$ cat src/rtl/rsa_sequencer.sv
// rsa_sequencer: sequences RSA jobs through the inverter and mod-exp control, with key cache and watchdog.
// Ports: req_* accept a job (primes, direction, message); ctl_* carry registered operands and start
// pulses to the control block and return its finish flags and result; rsp_* present the result or a
// watchdog abort; busy is high whenever a job is in flight.
module rsa_sequencer #(
    parameter int WIDTH          = 128,
    parameter int TIMEOUT_CYCLES = 65535
) (
    input  logic               clk,
    input  logic               reset,
    input  logic               req_valid,
    output logic               req_ready,
    input  logic [WIDTH-1:0]   req_p,
    input  logic [WIDTH-1:0]   req_q,
    input  logic               req_encrypt_decrypt,
    input  logic [2*WIDTH-1:0] req_msg,
    output logic               rsp_valid,
    input  logic               rsp_ready,
    output logic [2*WIDTH-1:0] rsp_msg,
    output logic               rsp_timeout,
    output logic [WIDTH-1:0]   ctl_p,
    output logic [WIDTH-1:0]   ctl_q,
    output logic               ctl_encrypt_decrypt,
    output logic [2*WIDTH-1:0] ctl_msg_in,
    output logic               ctl_reset_inverter,
    output logic               ctl_reset_mod_exp,
    input  logic               ctl_inverter_finish,
    input  logic               ctl_mod_exp_finish,
    input  logic [2*WIDTH-1:0] ctl_msg_out,
    output logic               busy
);
    localparam int CW = (TIMEOUT_CYCLES > 1) ? $clog2(TIMEOUT_CYCLES + 1) : 1;
    localparam logic [CW-1:0] WD_LAST = CW'(TIMEOUT_CYCLES - 1);

    typedef enum logic [2:0] {IDLE, INV_RST, INV_WAIT, EXP_RST, EXP_WAIT, RESP} state_t;

    state_t           r_state, w_next;
    logic             r_key_valid;
    logic [WIDTH-1:0] r_cached_p, r_cached_q;
    logic [CW-1:0]    r_wd;
    logic             w_accept, w_hit, w_wait, w_fin, w_done, w_tmo;

    assign w_accept = req_valid & req_ready;
    assign w_hit    = r_key_valid & (req_p == r_cached_p) & (req_q == r_cached_q);
    assign w_wait   = (r_state == INV_WAIT) || (r_state == EXP_WAIT);
    assign w_fin    = (r_state == INV_WAIT) ? ctl_inverter_finish : ctl_mod_exp_finish;
    // r_wd is zero only in the first WAIT cycle, where the finish flag may be left over from the last job
    assign w_done   = w_wait & (r_wd != '0) & w_fin;
    assign w_tmo    = w_wait & (r_wd == WD_LAST) & ~w_done;

    always_ff @(posedge clk) begin
        if (reset)
            r_state <= IDLE;
        else
            r_state <= w_next;
    end

    always_comb begin
        w_next = r_state;
        case (r_state)
            IDLE:     w_next = w_accept ? (w_hit ? EXP_RST : INV_RST) : IDLE;
            INV_RST:  w_next = INV_WAIT;
            INV_WAIT: w_next = w_done ? EXP_RST : (w_tmo ? RESP : INV_WAIT);
            EXP_RST:  w_next = EXP_WAIT;
            EXP_WAIT: w_next = (w_done | w_tmo) ? RESP : EXP_WAIT;
            RESP:     w_next = rsp_ready ? IDLE : RESP;
            default:  w_next = IDLE;
        endcase
    end

    always_comb begin
        req_ready          = (r_state == IDLE) & ~reset;
        busy               = r_state != IDLE;
        rsp_valid          = r_state == RESP;
        ctl_reset_inverter = r_state == INV_RST;
        ctl_reset_mod_exp  = r_state == EXP_RST;
    end

    always_ff @(posedge clk) begin
        if (reset) begin
            r_key_valid         <= 1'b0;
            r_cached_p          <= '0;
            r_cached_q          <= '0;
            r_wd                <= '0;
            ctl_p               <= '0;
            ctl_q               <= '0;
            ctl_encrypt_decrypt <= 1'b0;
            ctl_msg_in          <= '0;
            rsp_msg             <= '0;
            rsp_timeout         <= 1'b0;
        end else begin
            r_wd <= w_wait ? r_wd + 1'b1 : '0;
            if (w_accept) begin
                ctl_p               <= req_p;
                ctl_q               <= req_q;
                ctl_encrypt_decrypt <= req_encrypt_decrypt;
                ctl_msg_in          <= req_msg;
                if (!w_hit) begin
                    r_cached_p  <= req_p;
                    r_cached_q  <= req_q;
                    r_key_valid <= 1'b0;
                end
            end
            if (w_done && r_state == INV_WAIT)
                r_key_valid <= 1'b1;
            if (w_done && r_state == EXP_WAIT) begin
                rsp_msg     <= ctl_msg_out;
                rsp_timeout <= 1'b0;
            end
            // a key whose job timed out is not trusted for reuse
            if (w_tmo) begin
                rsp_msg     <= '0;
                rsp_timeout <= 1'b1;
                r_key_valid <= 1'b0;
            end
        end
    end
endmodule

$ cat config.mk
export PLATFORM = sky130hd
export DESIGN_NAME = rsa_sequencer
export DESIGN_NICKNAME = d
export VERILOG_FILES = /design/src/rtl/rsa_sequencer.sv
export SDC_FILE = /design/constraint.sdc
export NUM_CORES = 2
export LEC_CHECK = 0
export CAP_MARGIN = 20
export CORE_AREA = 10 10 600 602
export DETAILED_ROUTE_END_ITERATION = 10
export DIE_AREA = 0 0 610 612
export GPL_TIMING_DRIVEN = 0
export PLACE_DENSITY_LB_ADDON = 0.05
export REMOVE_ABC_BUFFERS = 1
export SYNTH_ARGS = -nofsm -noshare
export SYNTH_HDL_FRONTEND = slang
export SYNTH_SLANG_ARGS = --single-unit
$ cat constraint.sdc
create_clock -name clk -period 4.2 [get_ports clk]
set_input_delay 0.84 -clock clk [delete_from_list [all_inputs] [get_ports clk]]
set_output_delay 0.84 -clock clk [all_outputs]
set_load 0.03 [all_outputs]
==> flow_summary.toml <==
[synthesis]
syn_area_per_cell_um2 = 8.57
synth_cells = 5361
synth_commonest_cells = "nand2_1, dfxtp_1, nand3b_1"
yosysWarnings = 0
yosys.area.top_type_share_pct = 45.6
synth_cell_type_count = 49
yosys.area.top_type = "dfxtp_1"
synth_area_leaders = "dfxtp_1, nand2_1, nand3b_1"
synth_ff_type = "dfxtp_1"
synth_edf_count = 0
netlist_area_um2 = 46000
synth_seq_cells = 1046
ys_seq_area_share_pct = 45.6
synth_most_common_cell = "nand2_1"
synth-async-reset-ratio_pct = 0

[timing]
rsz0062_at_grt = "no"
slew_headroom_pct = 40.3
worst_pin_slew_ns = 0.892
setup_violations = 0
hold_slack_ns = 0.451
finalClockSkew_ns = 0.0472
finalHoldViolations = 0
slew_violations = 0
fmax_mhz = 243
setup-tns-final_ns = 0
timing.final.crit_share_pct = 97.9
post-route-min-period_ns = 4.11
worst_slack_ns = 0.0884

[placement]
dpl.hpwl_um = 257000
gp_congestion = 0.836
place_inst = 11300
preCtsSetupSlack_ns = -1.97
portBuffers = 1549

[finish]
instances_no_fill = 11600
nFillCells = 38200
post-route-util_pct = 21.2
final_nets = 7610
multiInputGateArea_um2 = 22400
drive_gt1_share_pct = 10.2
syn_to_final_growth_pct = 60.3
seq_area_um2 = 20900

[drt]
dr.pass1.iters = 5
drt_iter0_drc = 2309
viasPerCell = 3.98
detail-route-antenna-nets = 0
wire_per_inst_um = 28.1
totalWireLength_um = 326000
vias = 46100
drc = 0

[global_routing]
grt_pass1_vias = 46900
grt_first_pass_wirelength_um = 432000
overflow = 0
grt_max_degree = 152
groute.usage.overall_pct = 16.5
antenna_found_initial = 237

[floorplan]
fp.dieH_um = 612
die_w_um = 610
rows = 217
coreArea_um2 = 348000
initial_core_util_pct = 13.2
die-area_um2 = 373000
ios = 1550

[cts]
clk_latency_ns = 0.85
ctsHtreeMaxLevel = 4
cts_tree = "built"
clkTransAtPathRegs_ns = 0.05
cts_buffers = 164
clock-sinks = 1046
clock_path_buffers = 4
cts-root-buf = "clkbuf_16"

[run_status]
status = "complete, no violations"

[power]
p_per_area_nw_per_um2 = 417
p_leak_nw = 27.5
peakVddDrop_v = 0.000291

[worst_setup_path]
cp.arrival_ns = 4.86
critical_path_class = "input port to flop"
required_ns = 4.94
slowest_delay_ns = 0.74
crit_family = "simple AND/OR/NAND/NOR gates"
cp_cell_sequence = "clkdlybuf4s50_1 > xnor2_1 > nand4_1 > nor4_4 > nand4_1 > buf_4 > or4_4 > buf_16 > buf_16 > or4_1 > o211ai_1"
crit_path_top_delay_cell = "or4_4"
crit_fanout = 52
crit_buf_inv = 4
worst_setup_path_start_kind = "input port"
cp.depth = 11
ff2ff_path_depth = 9
cp-end-kind = "flop"

[min_path]
whs_path_depth = 2
hold_class = "flop to flop"

[job]
maxCapViolations = 0
-- kinds of logic (layout without fill, tap and decap cells) --
family                     after synthesis  after routing  share of synthesized area, %
buffers and inverters                  723           2309                          6.44
AOI/OAI and AO/OA                      847            847                          16.2
and+or+nand+nor                       2576           2577                          28.6
DFF                                   1046           1046                          45.6
adders and majority gates                3              3                        0.0817
xor gates and xnor gates               166            166                          3.16
other                                    0             42                             0
-- placed cells by master, fill, tap and decap left out, types with 138 or more instances in the layout --
master	synthesis	routed
clkdlybuf4s50_1	0	1548
nand3b_1	514	514
a21oi_1	266	266
inv_1	262	262
o32a_1	252	252
o211ai_2	204	204
xnor2_1	143	138
clkbuf_16	0	170
nand2_1	1551	1550
dfxtp_1	1046	1046
or4_1	251	249
-- repair_timing --
| item | CTS | global route |
|---|---|---|
| gates cloned | 0 | 1 |
| pin swaps | 14 | 10 |
| hold buffers | 0 | 0 |
| resized for setup | 33 | 11 |
| setup endpoints to repair | 257 | 34 |
| buffers inserted | 8 | 5 |
-- per-stage QoR --
stage / power (mW) / area (um^2)
6_report: 30.7 / 73700
5_1_grt: 32.2 / 73600
4_1_cts: 31.6 / 73500
3_5_place_dp: 17.0 / 67900
3_3_place_gp: 17.8 / 65300
2_1_floorplan: 14.2 / 44000
-- sequential cells by signal, indices dropped and copies added (netlist names) --
| signal | cells |
|---|---|
| r_wd | 16 |
| rsp_timeout | 1 |
| ctl_msg_in | 256 |
| r_key_valid | 1 |
| ctl_p | 128 |
| r_cached_q | 128 |
| r_cached_p | 128 |
| ctl_encrypt_decrypt | 1 |
| r_state | 3 |
| rsp_msg | 256 |
| ctl_q | 128 |
-- routing by layer --
| metal | GRT usage, % | wire length (um) | vias up |
|---|---|---|---|
| met4 | 5.45 | 12300 | 86 |
| met2 | 31.1 | 170000 | 1514 |
| met5 | 0 | 556 | - |
| met1 | 16.9 | 118000 | 22200 |
| li1 | - | - | 21700 |
| met3 | 5.88 | 24800 | 637 |
-- area by class of cell --
class	count	share of cell area [%]
tap	4599	7.81
multi-input combinational	3593	30.4
antenna	42	0.143
clock inverter	33	0.426
inverter	263	1.34
sequential	1046	28.4
clock buffer	249	6.75
timing repair buffer	1764	24.7
-- worst min-delay path, delay by kind of cell (launching register included) --
family / cells / cell delay (ns)
DFF: 1 / 0.30
and+or+nand+nor: 1 / 0.05
AOI/OAI and AO/OA: 1 / 0.05
-- report_power, final --
part / internal [mW] / switching [mW]
logic: 2.43 / 3.13
clock network: 8.36 / 5.67
registers: 10.7 / 0.432
-- worst paths after layout --
path,slack [ns],to,startpoint
setup / recovery,0.09,r_cached_q[6],req_q[12]
hold / removal,0.45,rsp_msg[188],rsp_msg[188]
setup reg to reg,0.24,rsp_msg[8],r_state[2]
hold reg to reg,0.45,rsp_msg[188],rsp_msg[188]
(Power assumes the default switching activity.)
